$ cat src/rtl/pulpemu_rst_pkg.sv
// rtl/pulpemu_rst_pkg.sv - shared types and helpers for the reset/clock-enable sequencer
//
// Purpose : sequencer state and reset-cause encodings, plus a parameter
//           clamp so that zero-length delays behave as one cycle.
// Ports   : none (package).
package pulpemu_rst_pkg;

   typedef enum logic [2:0] {
      WAIT_LOCK  = 3'd0,
      CLK_STABLE = 3'd1,
      SOC_REL    = 3'd2,
      CL_REL     = 3'd3,
      RUN        = 3'd4,
      HOLD       = 3'd5
   } rst_state_e;

   typedef enum logic [1:0] {
      CAUSE_POR  = 2'b00,
      CAUSE_LOCK = 2'b01,
      CAUSE_EXT  = 2'b10,
      CAUSE_WDT  = 2'b11
   } rst_cause_e;

   function automatic int unsigned at_least_one(input int unsigned v);
      return (v == 32'd0) ? 32'd1 : v;
   endfunction

endpackage

$ cat src/rtl/pulpemu_rst_debounce.sv
// rtl/pulpemu_rst_debounce.sv - synchroniser and debouncer for the external reset button
//
// Purpose : 2-flop synchronises the bouncy button, then flips a debounced
//           level once the synchronised input has differed from it for
//           DEBOUNCE_CYCLES consecutive cycles.
// Ports   : clk_i   - clock
//           rstn_i  - asynchronous active-low reset
//           btn_i   - raw button, active high, asynchronous
//           level_o - debounced button level (registered)
//           press_o - one-cycle pulse on each 0->1 flip of level_o
module pulpemu_rst_debounce
   import pulpemu_rst_pkg::*;
#(
   parameter int unsigned DEBOUNCE_CYCLES = 1024
) (
   input  logic clk_i,
   input  logic rstn_i,
   input  logic btn_i,
   output logic level_o,
   output logic press_o
);

   localparam int unsigned DB_N = at_least_one(DEBOUNCE_CYCLES);
   localparam int unsigned DB_W = (DB_N > 32'd1) ? $clog2(DB_N) : 32'd1;
   localparam logic [DB_W-1:0] DB_LAST = DB_W'(DB_N - 32'd1);

   logic [1:0]      sync_q;
   logic            btn_s;
   logic [DB_W-1:0] cnt_q;
   logic            level_q;
   logic            press_q;

   assign btn_s   = sync_q[1];
   assign level_o = level_q;
   assign press_o = press_q;

   // The counter only runs while the input disagrees with the level and is
   // cleared at the flip, so it never passes DB_LAST and cannot wrap.
   always_ff @(posedge clk_i or negedge rstn_i) begin
      if (!rstn_i) begin
         sync_q  <= 2'b00;
         cnt_q   <= '0;
         level_q <= 1'b0;
         press_q <= 1'b0;
      end else begin
         sync_q  <= {sync_q[0], btn_i};
         press_q <= 1'b0;
         if (btn_s != level_q) begin
            if (cnt_q == DB_LAST) begin
               level_q <= btn_s;
               press_q <= btn_s;
               cnt_q   <= '0;
            end else begin
               cnt_q <= cnt_q + DB_W'(1);
            end
         end else begin
            cnt_q <= '0;
         end
      end
   end

endmodule

$ cat src/rtl/pulpemu_rst_seq.sv
// rtl/pulpemu_rst_seq.sv - reset/clock-enable sequencer for the FPGA emulation top
//
// Purpose : waits for clock lock, then enables chip clocks, releases the SoC
//           reset and the cluster reset in order; re-sequences on lock loss
//           or a debounced button press. Optional watchdog behind macro
//           PULPEMU_RST_WDT_EN (adds WDT_CYCLES and wdt_kick_i).
// Ports   : clk_i          - free-running clock
//           rstn_i         - asynchronous active-low reset
//           mmcm_locked_i  - clock generator lock (asynchronous)
//           ext_rst_i      - reset button, active high (asynchronous, bouncy)
//           bootmode_i     - boot mode pin (asynchronous)
//           wdt_kick_i     - watchdog kick (only with PULPEMU_RST_WDT_EN)
//           clk_en_o       - chip clock gate enable
//           soc_rstn_o     - SoC reset, active low
//           cluster_rstn_o - cluster reset, active low
//           bootmode_o     - boot mode latched when clocks are enabled
//           rst_cause_o    - last reset cause (00 POR, 01 LOCK, 10 EXT, 11 WDT)
//           busy_o         - high whenever the sequencer is not in RUN
module pulpemu_rst_seq
   import pulpemu_rst_pkg::*;
#(
   parameter int unsigned LOCK_WAIT_CYCLES = 16,
   parameter int unsigned SOC_DELAY        = 64,
   parameter int unsigned CLUSTER_DELAY    = 32,
   parameter int unsigned HOLD_CYCLES      = 8,
   parameter int unsigned DEBOUNCE_CYCLES  = 1024,
   parameter int unsigned CNT_W            = 16
`ifdef PULPEMU_RST_WDT_EN
   ,
   parameter int unsigned WDT_CYCLES       = 32'd1 << 20
`endif
) (
   input  logic       clk_i,
   input  logic       rstn_i,
   input  logic       mmcm_locked_i,
   input  logic       ext_rst_i,
   input  logic       bootmode_i,
`ifdef PULPEMU_RST_WDT_EN
   input  logic       wdt_kick_i,
`endif
   output logic       clk_en_o,
   output logic       soc_rstn_o,
   output logic       cluster_rstn_o,
   output logic       bootmode_o,
   output logic [1:0] rst_cause_o,
   output logic       busy_o
);

   localparam logic [CNT_W-1:0] LW_LAST   = CNT_W'(at_least_one(LOCK_WAIT_CYCLES) - 32'd1);
   localparam logic [CNT_W-1:0] SOC_LAST  = CNT_W'(at_least_one(SOC_DELAY) - 32'd1);
   localparam logic [CNT_W-1:0] CL_LAST   = CNT_W'(at_least_one(CLUSTER_DELAY) - 32'd1);
   localparam logic [CNT_W-1:0] HOLD_LAST = CNT_W'(at_least_one(HOLD_CYCLES) - 32'd1);

   logic [1:0] lock_sync_q, boot_sync_q;
   logic       lock_s, boot_s;
   logic       btn_level, btn_press;

   rst_state_e       state_q, state_d;
   logic [CNT_W-1:0] cnt_q, cnt_d;
   logic             clk_en_q, clk_en_d;
   logic             soc_q, soc_d;
   logic             cl_q, cl_d;
   logic             boot_q, boot_d;
   rst_cause_e       cause_q, cause_d;
   logic             busy_q, busy_d;
   logic             wdt_expire;
   logic             lock_lost, press_ok;

   assign lock_s = lock_sync_q[1];
   assign boot_s = boot_sync_q[1];

   pulpemu_rst_debounce #(
      .DEBOUNCE_CYCLES(DEBOUNCE_CYCLES)
   ) u_debounce (
      .clk_i  (clk_i),
      .rstn_i (rstn_i),
      .btn_i  (ext_rst_i),
      .level_o(btn_level),
      .press_o(btn_press)
   );

`ifdef PULPEMU_RST_WDT_EN
   localparam int unsigned WDT_N = at_least_one(WDT_CYCLES);
   localparam int unsigned WDT_W = (WDT_N > 32'd1) ? $clog2(WDT_N) : 32'd1;
   localparam logic [WDT_W-1:0] WDT_LAST = WDT_W'(WDT_N - 32'd1);

   logic [WDT_W-1:0] wdt_cnt_q;

   // A kick in the same cycle as the terminal count still rescues the run.
   assign wdt_expire = (state_q == RUN) && !wdt_kick_i && (wdt_cnt_q == WDT_LAST);

   always_ff @(posedge clk_i or negedge rstn_i) begin
      if (!rstn_i) begin
         wdt_cnt_q <= '0;
      end else if ((state_q != RUN) || wdt_kick_i) begin
         wdt_cnt_q <= '0;
      end else if (wdt_cnt_q != WDT_LAST) begin
         wdt_cnt_q <= wdt_cnt_q + WDT_W'(1);
      end
   end
`else
   assign wdt_expire = 1'b0;
`endif

   // Lock loss in CLK_STABLE is not a re-sequence (clocks never ran); it
   // simply falls back to WAIT_LOCK inside the case below.
   assign lock_lost = !lock_s && (state_q inside {SOC_REL, CL_REL, RUN});
   assign press_ok  = btn_press && lock_s &&
                      (state_q inside {CLK_STABLE, SOC_REL, CL_REL, RUN});

   always_comb begin
      state_d  = state_q;
      cnt_d    = (cnt_q == '1) ? cnt_q : cnt_q + CNT_W'(1);
      clk_en_d = clk_en_q;
      soc_d    = soc_q;
      cl_d     = cl_q;
      boot_d   = boot_q;
      cause_d  = cause_q;
      busy_d   = busy_q;

      case (state_q)
         WAIT_LOCK: begin
            cnt_d    = '0;
            clk_en_d = 1'b0;
            soc_d    = 1'b0;
            cl_d     = 1'b0;
            boot_d   = 1'b0;
            busy_d   = 1'b1;
            if (lock_s) state_d = CLK_STABLE;
         end
         CLK_STABLE: begin
            if (!lock_s) begin
               state_d = WAIT_LOCK;
               cnt_d   = '0;
            end else if (cnt_q == LW_LAST) begin
               clk_en_d = 1'b1;
               boot_d   = boot_s;
               state_d  = SOC_REL;
               cnt_d    = '0;
            end
         end
         SOC_REL: begin
            if (cnt_q == SOC_LAST) begin
               soc_d   = 1'b1;
               state_d = CL_REL;
               cnt_d   = '0;
            end
         end
         CL_REL: begin
            if (cnt_q == CL_LAST) begin
               cl_d    = 1'b1;
               busy_d  = 1'b0;
               state_d = RUN;
               cnt_d   = '0;
            end
         end
         RUN: begin
            cnt_d = '0;
         end
         HOLD: begin
            soc_d  = 1'b0;
            cl_d   = 1'b0;
            busy_d = 1'b1;
            // Once expired the counter parks at HOLD_LAST while the button
            // is still held, keeping clocks off until release.
            if (cnt_q == HOLD_LAST) begin
               cnt_d    = cnt_q;
               clk_en_d = 1'b0;
               if (!btn_level) begin
                  state_d = WAIT_LOCK;
                  cnt_d   = '0;
               end
            end
         end
         default: begin
            state_d = WAIT_LOCK;
            cnt_d   = '0;
         end
      endcase

      if (lock_lost || press_ok || wdt_expire) begin
         state_d  = HOLD;
         cnt_d    = '0;
         soc_d    = 1'b0;
         cl_d     = 1'b0;
         busy_d   = 1'b1;
         boot_d   = boot_q;
         clk_en_d = clk_en_q;
         if (lock_lost) begin
            cause_d  = CAUSE_LOCK;
            clk_en_d = 1'b0;
         end else if (press_ok) begin
            cause_d = CAUSE_EXT;
         end else begin
            cause_d = CAUSE_WDT;
         end
      end
   end

   always_ff @(posedge clk_i or negedge rstn_i) begin
      if (!rstn_i) begin
         lock_sync_q <= 2'b00;
         boot_sync_q <= 2'b00;
         state_q     <= WAIT_LOCK;
         cnt_q       <= '0;
         clk_en_q    <= 1'b0;
         soc_q       <= 1'b0;
         cl_q        <= 1'b0;
         boot_q      <= 1'b0;
         cause_q     <= CAUSE_POR;
         busy_q      <= 1'b1;
      end else begin
         lock_sync_q <= {lock_sync_q[0], mmcm_locked_i};
         boot_sync_q <= {boot_sync_q[0], bootmode_i};
         state_q     <= state_d;
         cnt_q       <= cnt_d;
         clk_en_q    <= clk_en_d;
         soc_q       <= soc_d;
         cl_q        <= cl_d;
         boot_q      <= boot_d;
         cause_q     <= cause_d;
         busy_q      <= busy_d;
      end
   end

   assign clk_en_o       = clk_en_q;
   assign soc_rstn_o     = soc_q;
   assign cluster_rstn_o = cl_q;
   assign bootmode_o     = boot_q;
   assign rst_cause_o    = cause_q;
   assign busy_o         = busy_q;

endmodule

$ cat config.mk
export PLATFORM = sky130hd
export DESIGN_NAME = pulpemu_rst_seq
export DESIGN_NICKNAME = d
export VERILOG_FILES = /design/src/rtl/pulpemu_rst_pkg.sv /design/src/rtl/pulpemu_rst_debounce.sv /design/src/rtl/pulpemu_rst_seq.sv
export SDC_FILE = /design/constraint.sdc
export NUM_CORES = 1
export LEC_CHECK = 0
export ABC_AREA = 1
export BUFFER_PORTS_ARGS = -buffer_cell sky130_fd_sc_hd__buf_2
export CORE_ASPECT_RATIO = 1.25
export CORE_MARGIN = 2
export CORE_UTILIZATION = 50
export CTS_CLUSTER_DIAMETER = 30
export DETAILED_ROUTE_END_ITERATION = 8
export PLACE_DENSITY = 0.65
export SYNTH_ARGS = -nofsm -noshare
export SYNTH_HDL_FRONTEND = slang
export SYNTH_SLANG_ARGS = --single-unit
$ cat constraint.sdc
create_clock -name clk_i -period 1.9 [get_ports clk_i]
set_clock_uncertainty 0.15 [all_clocks]
set_input_delay 0.19 -clock clk_i [delete_from_list [all_inputs] [get_ports clk_i]]
set_output_delay 0.19 -clock clk_i [all_outputs]
set_load 0.005 [all_outputs]
==> qor_table.md, run 1 <==
| Group | Result | Reported |
|:---|:---|:---|
| run status | Result of the run | finished clean |
| detailed routing | Drt wl/cell | 13.2 um |
| timing | Min Tclk post-route | 1.79 ns |
| die | Die boundary height | 85.0 um |
| timing | Worst slew slack as a fraction of its limit | 55.6% |
| detailed routing | Top routing layer in use | met4 |
| detailed routing | Met2 WL | 3.12 mm |
| pwr | Sw frac | 35.3% |
| logic synthesis | Post-synthesis sequential area ratio | 42.0% |
| pwr | Pwr dens | 938 nW/um^2 |
| global route | Antenna violations before repair | 0 |
| logic synthesis | Count of unique library cells instantiated by Yosys | 30 |
| pwr | Static Leak | 1.60 nW |
| global route | Largest net degree at the start of global routing | 30 |
| critical path | Type of origin of the critical path | flip-flop |
| timing | Number of setup violations in the final report | 0 |
| clock tree | TritonCTS clock tree | yes |
| global route | Aggregate global-route resource usage | 22.8% |
| detailed routing | DRT antenna net count | 0 |
| critical path | Number of cells traversed by the worst register-to-register path | 10 |
| critical path | R2R setup slack | 0.11 ns |
| logic synthesis | Top cells by area in the synthesized netlist | dfrtp_1, nand2_1, nand3_1 |
| die | Floorplan die area | 5850 sq um |
| place | Placer Congestion | 0.911 |
| logic synthesis | Post-synthesis net count | 371 |
| critical path | WP data arrival | 1.82 ns |
| critical path | Category of the worst setup path capture point | flip-flop |
| clock tree | H-Tree Depth | 2 |
| timing | Maximum clock rate | 0.559 GHz |
| pwr | Share of power burned in registers | 37.5% |
| timing | Hold Worst Slack | 0.204 ns |
| finish | Number of fillers in the final layout | 466 |
| finish | Total non-filler cell area in the finished layout | 3150 sq um |
| die | Placement Rows | 29 |
| clock tree | Number of buffers inserted during clock tree synthesis | 5 |
| place | Worst Setup Slack post-DPL | 0.00222 ns |
| hold path | Number of cells on the worst hold path | 0 |
| place | Port Buf Inserts | 11 |
| place | Half-perimeter wire length of the detailed placement result | 4.51 mm |
| logic synthesis | Mean area per synthesized cell | 7.21 sq um |
| timing | Final Max Tran Viols | 0 |
| pwr | Share of total power in the clock network | 28.1% |
| logic synthesis | Share of synthesized area spent on multiplexers | 0% |
| pwr | Peak VDD IR | 0.848 mV |
| timing | Final cycle utilization of the critical path | 94.1% |
| detailed routing | First-pass iteration count of the detailed router | 4 |
| finish | Inserted Diodes | 0 |
| critical path | Worst r2r dst | cnt_q[0]$_DFFE_PN0P_ |
| logic synthesis | Gate count after technology mapping | 364 |
| global route | Global-route wire length before repair | 10.2 mm |
| clock tree | Clock network latency to the later pin of the worst-skew pair | 0.29 ns |
| critical path | WS Path Type | reg -> reg |
| pwr | Power share of the combinational group | 34.4% |
| die | Number of ports placed on the die boundary | 12 |
| logic synthesis | #FFs+latches synth | 44 |
| timing | RSZ-0062 raised after global routing | yes |
| logic synthesis | Largest family of logic cells by synthesized area | simple AND/OR/NAND/NOR gates |
| detailed routing | Residual DRC count | 0 |
| hold path | Worst Hold End | u_debounce.sync_q[1]$_DFF_PN0_ |
| timing | Final worst slack | 0.112 ns |
| critical path | Required @ worst endpoint | 1.93 ns |
| logic synthesis | Cell area after technology mapping | 2630 sq um |
| pwr | Net Sw Power | 1.05 mW |
| finish | Total number of nets in the final design | 413 |
| logic synthesis | Xor-xnor portion of the synthesized cell area | 2.34% |
| place | Cell area after placement | 2870 sq um |
| clock tree | Clock Tree Root | clkbuf_8 |
| logic synthesis | Synth Area in Compound Gates | 8.25% |
| detailed routing | Count of vias placed by the detailed router | 2500 |
| logic synthesis | Area share of fa/ha/maj cells after synthesis | 0.953% |
| flow run | Max-capacitance violation count | 0 |
| die | Starting density of the core | 51.7% |
| die | Width of the die | 68.8 um |
| critical path | Worst R2R Start | cnt_q[1]$_DFFE_PN0P_ |
| detailed routing | Total met3 wirelength after detailed routing | 197 um |
| logic synthesis | Library cell occupying the most area in the post-synthesis netlist | dfrtp_1 |
| finish | P&R area growth vs syn | 20.1% |
| detailed routing | Wire length on met1 | 2.73 mm |
| detailed routing | Routed via count divided by cell count | 5.34 |
| global route | Vias in the first global route | 2323 |
| hold path | Min-delay src | u_debounce.sync_q[0]$_DFF_PN0_ |
| hold path | Kind of path behind the tightest hold check | reg -> reg |
| timing | Slew at the pin closest to its max-slew limit | 0.666 ns |
| detailed routing | Number of design-rule violations left by the first detailed-router iteration | 236 |
| finish | Fraction of layout instances using a drive strength above 1 | 20.7% |
| pwr | Cell-internal power | 1.91 mW |
| clock tree | Clock transition at the registers of the reported paths | 0.08 ns |
| global route | Total grt overflow | 0 |
| die | Core box area | 5080 sq um |
| logic synthesis | Simple-gate portion of the synthesized area | 40.0% |
| clock tree | Total clock sinks | 44 |
| logic synthesis | Area share of the largest cell type after synthesis | 41.0% |
| critical path | Crit path max fanout | 6 |
| clock tree | Largest buffer count on any clock path | 2 |
| detailed routing | Final WL | 6.20 mm |
| timing | Total count of hold-check failures in the final report | 0 |
| logic synthesis | Number of synthesis warnings | 0 |
## synthesized netlist by cell type, drive strengths merged
master	n
a21boi	1
a21oi	12
a31oi	1
buf	2
clkinv	3
dfrtp	43
dfstp	1
ha	2
inv	38
nand2	108
nand3	44
nand3b	1
nand4	10
nor2	57
nor3	6
nor3b	3
o21ai	24
o21bai	1
xor2	7
## power groups by stage
stage	combinational [mW]	clock, mW	sequential (mW)
2_1_floorplan	0.706	0	1.12
3_3_place_gp	0.986	0	1.12
3_5_place_dp	0.988	0	1.12
4_1_cts	1.00	0.855	1.10
5_1_grt	1.16	0.885	1.12
6_report	1.02	0.831	1.11
## cells by family (layout without fill, tap and decap cells)
logic type | count (synthesis) | count (layout)
compound gates | 39 | 39
xor+xnor | 7 | 7
fa+ha+maj | 2 | 2
buf+inv | 43 | 85
flops | 44 | 44
simple gates | 229 | 229
## worst max path at each step
stage,slack (ns),to,start
2_1_floorplan,0.16,state_q[0]$_DFFE_PN0P_,cnt_q[0]$_DFFE_PN0P_
3_3_place_gp,0.007,state_q[0]$_DFFE_PN0P_,cnt_q[1]$_DFFE_PN0P_
3_5_place_dp,0.002,cnt_q[0]$_DFFE_PN0P_,cnt_q[1]$_DFFE_PN0P_
4_1_cts,0.02,cnt_q[0]$_DFFE_PN0P_,cnt_q[1]$_DFFE_PN0P_
5_1_grt,-0.03,cnt_q[0]$_DFFE_PN0P_,state_q[1]$_DFFE_PN0P_
6_report,0.11,cnt_q[0]$_DFFE_PN0P_,cnt_q[1]$_DFFE_PN0P_
## cell type report
type	instances	area, sq um	share of cell area, %
multi-input cells	277	1420	45.1
clock inverters	2	60.1	1.91
repair buffers	37	260	8.26
clock buffers	5	68.8	2.18
inverters	41	159	5.04
well taps	62	77.6	2.46
flip-flops and latches	44	1110	35.1
## per-stage QoR
step	utilization (%)	instances	power [mW]	setup TNS (ns)
2_1_floorplan	-	364	1.83	0
3_3_place_gp	56.5	452	2.11	0
3_5_place_dp	56.5	452	2.11	0
4_1_cts	59.9	463	2.96	0
5_1_grt	62.0	468	3.16	-0.0680
6_report	62.0	468	2.96	0
## per-layer routing
metal	GRT usage, %	up-vias
met1	29.3	1164
met2	38.4	50
li1	-	1272
met4	7.13	0
met3	3.85	14
met5	0	-
## state kept, by name, indices dropped and copies added (netlist names)
name / flops
rst_cause_o: 2
bootmode_o: 1
u_debounce.sync_q: 2
soc_rstn_o: 1
state_q: 3
boot_sync_q: 2
u_debounce.cnt_q: 10
lock_sync_q: 2
cnt_q: 16
u_debounce.level_o: 1
clk_en_o: 1
u_debounce.press_o: 1
cluster_rstn_o: 1
busy_o: 1
## worst max-delay path, stage by stage (launching register included)
cell and delay (ns):
dfrtp_1 0.42, ha_4 0.19, nand2_4 0.08, nor2_4 0.11, inv_2 0.06, nor2_1 0.08, nand2_1 0.08, nand2_2 0.14
nand2_4 0.08, o21ai_4 0.21, a21oi_2 0.08
## timing repair
item / CTS / global route
pin swaps: 0 / 6
gates resized for setup: 1 / 22
endpoints found under the setup margin: 5 / 25
hold endpoints to repair: 29 / 0
hold buffers: 4 / 0
setup buffers: 0 / 5
## placed cells by master (no fill, tap or decap), types with 7 or more instances in the layout
cell type | synthesis | routed
nor2_1 | 49 | 46
o21ai_0 | 21 | 21
nand3_1 | 42 | 41
inv_1 | 33 | 33
dfrtp_1 | 43 | 40
nand2_2 | 9 | 11
xor2_1 | 7 | 7
buf_4 | 0 | 22
nand2_1 | 97 | 93
buf_2 | 1 | 11
a21oi_1 | 11 | 11
nand4_1 | 10 | 10
Power figures use the tool's default switching activity.
==> inputs of run 2 (changes only) <==
--- a/config.mk
+++ b/config.mk
@@ -5,13 +5,14 @@
 export SDC_FILE = /design/constraint.sdc
 export NUM_CORES = 1
 export LEC_CHECK = 0
-export ABC_AREA = 1
+export ABC_AREA = 0
 export BUFFER_PORTS_ARGS = -buffer_cell sky130_fd_sc_hd__buf_2
 export CORE_ASPECT_RATIO = 1.25
 export CORE_MARGIN = 2
 export CORE_UTILIZATION = 50
 export CTS_CLUSTER_DIAMETER = 30
 export DETAILED_ROUTE_END_ITERATION = 8
+export HOLD_SLACK_MARGIN = 0.15
 export PLACE_DENSITY = 0.65
 export SYNTH_ARGS = -nofsm -noshare
 export SYNTH_HDL_FRONTEND = slang
==> run 2 against run 1 <==
Compared with the run above: the flow now finishes with violations (setup timing); setup slack lost 0.60 ns; via count fell by 15%; critical endpoint is now cnt_q[1]$_DFFE_PN0P_; wire length fell by 6.4%.
==> qor_table.md, run 2 <==
| Group | Result | Reported |
|:---|:---|:---|
| finish | Total number of nets in the final design | 319 |
| detailed routing | Residual DRC count | 0 |
| clock tree | Clock network latency to the later pin of the worst-skew pair | 0.30 ns |
| finish | Most flop-heavy register | cnt_q |
| logic synthesis | Cell area after technology mapping | 2410 sq um |
| global route | Total grt overflow | 0 |
| finish | Inserted Diodes | 0 |
| finish | Fraction of layout instances using a drive strength above 1 | 36.1% |
| logic synthesis | Number of synthesis warnings | 0 |
| finish | Most common cell after layout, fill and taps aside | buf_4 |
| clock tree | Total clock sinks | 44 |
| critical path | Type of origin of the critical path | flip-flop |
| logic synthesis | Library cell occupying the most area in the post-synthesis netlist | dfrtp_1 |
| clock tree | Clock transition at the registers of the reported paths | 0.09 ns |
| die | Core box area | 4690 sq um |
| logic synthesis | Proportion of register bits with asynchronous set or reset after synthesis | 100% |
| hold path | Kind of path behind the tightest hold check | in -> async |
| timing | Final worst slack | -0.485 ns |
| clock tree | Clock Tree Root | clkbuf_8 |
| finish | Number of flip-flops in the largest register | 16 |
| logic synthesis | Top cells by area in the synthesized netlist | dfrtp_1, xnor2_1, a21oi_1 |
| die | Starting density of the core | 51.3% |
| timing | Final cycle utilization of the critical path | 126% |
| critical path | R2R setup slack | -0.49 ns |
| logic synthesis | Most frequently used flop master after synthesis | dfrtp_1 |
| logic synthesis | Ranking of synthesized cells by instance count | dfrtp_1, nand2_1, nor2_1 |
| pwr | Pwr dens | 867 nW/um^2 |
| critical path | Number of cells traversed by the worst register-to-register path | 6 |
| run status | Violated checks | setup timing |
| critical path | Required @ worst endpoint | 1.94 ns |
| finish | Registers with the highest flip-flop counts | cnt_q (16), u_debounce.cnt_q (10), state_q (3) |
| pwr | Static Leak | 1.39 nW |
| detailed routing | First-pass iteration count of the detailed router | 4 |
| global route | Antenna violations before repair | 0 |
| global route | Aggregate global-route resource usage | 23.4% |
| logic synthesis | Gate count after technology mapping | 245 |
| place | Cell area after placement | 2870 sq um |
| detailed routing | Drt wl/cell | 15.5 um |
| logic synthesis | Post-synthesis net count | 252 |
| logic synthesis | Area share of the largest cell type after synthesis | 44.7% |
| die | Number of ports placed on the die boundary | 12 |
| detailed routing | Count of vias placed by the detailed router | 2115 |
| place | Half-perimeter wire length of the detailed placement result | 3.99 mm |
| die | Placement Rows | 28 |
| finish | Finished Core Util | 68.9% |
| die | Die boundary height | 81.6 um |
| logic synthesis | Number of enable-type register cells in the synthesized netlist | 0 |
| clock tree | TritonCTS clock tree | yes |
| detailed routing | Routed via count divided by cell count | 5.67 |
| flow run | Max-capacitance violation count | 0 |
| logic synthesis | #FFs+latches synth | 44 |
| timing | Total count of hold-check failures in the final report | 0 |
| place | Placer Congestion | 0.906 |
| critical path | Worst r2r dst | cnt_q[1]$_DFFE_PN0P_ |
| place | Port Buf Inserts | 11 |
| global route | Largest net degree at the start of global routing | 29 |
| detailed routing | Number of design-rule violations left by the first detailed-router iteration | 126 |
| critical path | Crit path max fanout | 6 |
| critical path | WS Path Type | reg -> reg |
| global route | Global-route wire length before repair | 9.59 mm |
| clock tree | Number of buffers inserted during clock tree synthesis | 5 |
| timing | RSZ-0062 raised after global routing | yes |
| clock tree | Largest buffer count on any clock path | 2 |
| detailed routing | Final WL | 5.80 mm |
| finish | Commonest cells after routing, fill and taps aside | buf_4, dfrtp_1, nand2_1 |
| clock tree | H-Tree Depth | 2 |
| die | Width of the die | 66.1 um |
| die | Floorplan die area | 5390 sq um |
| timing | Worst slew slack as a fraction of its limit | 72.2% |
| critical path | Worst R2R Start | cnt_q[14]$_DFFE_PN0P_ |
| timing | Maximum clock rate | 0.419 GHz |
| timing | Min Tclk post-route | 2.39 ns |
| global route | Vias in the first global route | 2055 |
| detailed routing | DRT antenna net count | 0 |
| critical path | WP data arrival | 2.43 ns |
| place | Worst Setup Slack post-DPL | -0.516 ns |
| logic synthesis | Count of unique library cells instantiated by Yosys | 60 |
| finish | Total non-filler cell area in the finished layout | 3240 sq um |
| finish | P&R area growth vs syn | 34.4% |
| timing | Final Max Tran Viols | 0 |
| logic synthesis | Post-synthesis sequential area ratio | 45.8% |
| timing | Slew at the pin closest to its max-slew limit | 0.417 ns |
| logic synthesis | Most instantiated library cell after synthesis | dfrtp_1 |
| logic synthesis | Mean area per synthesized cell | 9.83 sq um |
| critical path | Category of the worst setup path capture point | flip-flop |
| timing | Number of setup violations in the final report | 24 |
| run status | Result of the run | finished with violations |
| pwr | Peak VDD IR | 0.477 mV |
-- run 2: changes by cell type after synthesis, moves of 5 or more --
cell,delta
a21oi_1,+7
a22oi_1,+5
clkbuf_1,+6
inv_1,-27
inv_2,-5
nand2_1,-76
nand2_2,-9
nand3_1,-33
nand4_1,-7
nor2_1,-29
nor2_2,-5
o21ai_0,-12
or3_1,+6
xnor2_1,+11
-- run 2: what timing repair did --
action / CTS / global route
pin swaps: 14 / 8
hold buffers: 4 / 0
setup endpoints to repair: 24 / 32
buffers inserted: 9 / 1
gates cloned: 1 / 0
resized for setup: 24 / 14
hold endpoints to repair: 47 / 0
-- run 2: kinds of logic after synthesis --
kind of cell / synth area share (%)
fa+ha+maj: 1.04
xor+xnor: 5.45
mux: 1.30
simple gates: 25.5
compound gates: 17.6
buf+inv: 3.38
flops: 45.8
-- run 2: cell type report --
class | count | area (sq um)
Fill cell | 376 | 1460
Timing Repair Buffer | 71 | 574
Clock buffer | 5 | 68.8
Sequential cell | 44 | 1100
Inverter | 6 | 22.5
Multi-Input combinational cell | 184 | 1350
Tap cell | 60 | 75.1
Clock inverter | 3 | 46.3
-- run 2: per-stage QoR --
stage	power (mW)	hold slack [ns]	std cells	TNS, ns
2_1_floorplan	1.64	-0.256	245	-7.30
3_3_place_gp	1.99	-0.00984	351	-8.17
3_5_place_dp	1.99	0.00271	351	-9.09
4_1_cts	2.79	0.204	373	-8.05
5_1_grt	2.94	0.225	373	-10.33
6_report	2.81	0.192	373	-8.35
-- run 2: per-layer routing --
metal  part of all wire [%]  GRT usage [%]  vias up
li1                       -              -     1037
met3                    2.2           4.38       10
met4                    1.7           8.16        0
met5                      0              0        -
met2                     53           41.6       29
met1                     43           28.1     1039
-- run 2: power breakdown --
group | internal (mW) | total (mW) | switching (mW)
sequential | 1.00 | 1.04 | 0.0416
clock | 0.397 | 0.750 | 0.353
combinational | 0.457 | 1.02 | 0.558
-- run 2: worst max-delay path: stages, from the launching register on --
cell     delay, ns
dfrtp_1       0.38
or4_4         0.62
or4_4         0.57
o32ai_4       0.14
buf_6         0.17
mux2i_1       0.19
a21oi_1       0.05
-- run 2: worst max-delay path by stage --
stage | startpoint | to | cells after the start
after floorplan | cnt_q[7]$_DFFE_PN0P_ | state_q[1]$_DFFE_PN0P_ | 5
after detailed placement | cnt_q[6]$_DFFE_PN0P_ | cnt_q[6]$_DFFE_PN0P_ | 4
after CTS | cnt_q[11]$_DFFE_PN0P_ | cnt_q[1]$_DFFE_PN0P_ | 6
after global routing | cnt_q[9]$_DFFE_PN0P_ | state_q[1]$_DFFE_PN0P_ | 6
after global placement | cnt_q[6]$_DFFE_PN0P_ | cnt_q[6]$_DFFE_PN0P_ | 4
final | cnt_q[14]$_DFFE_PN0P_ | cnt_q[1]$_DFFE_PN0P_ | 6
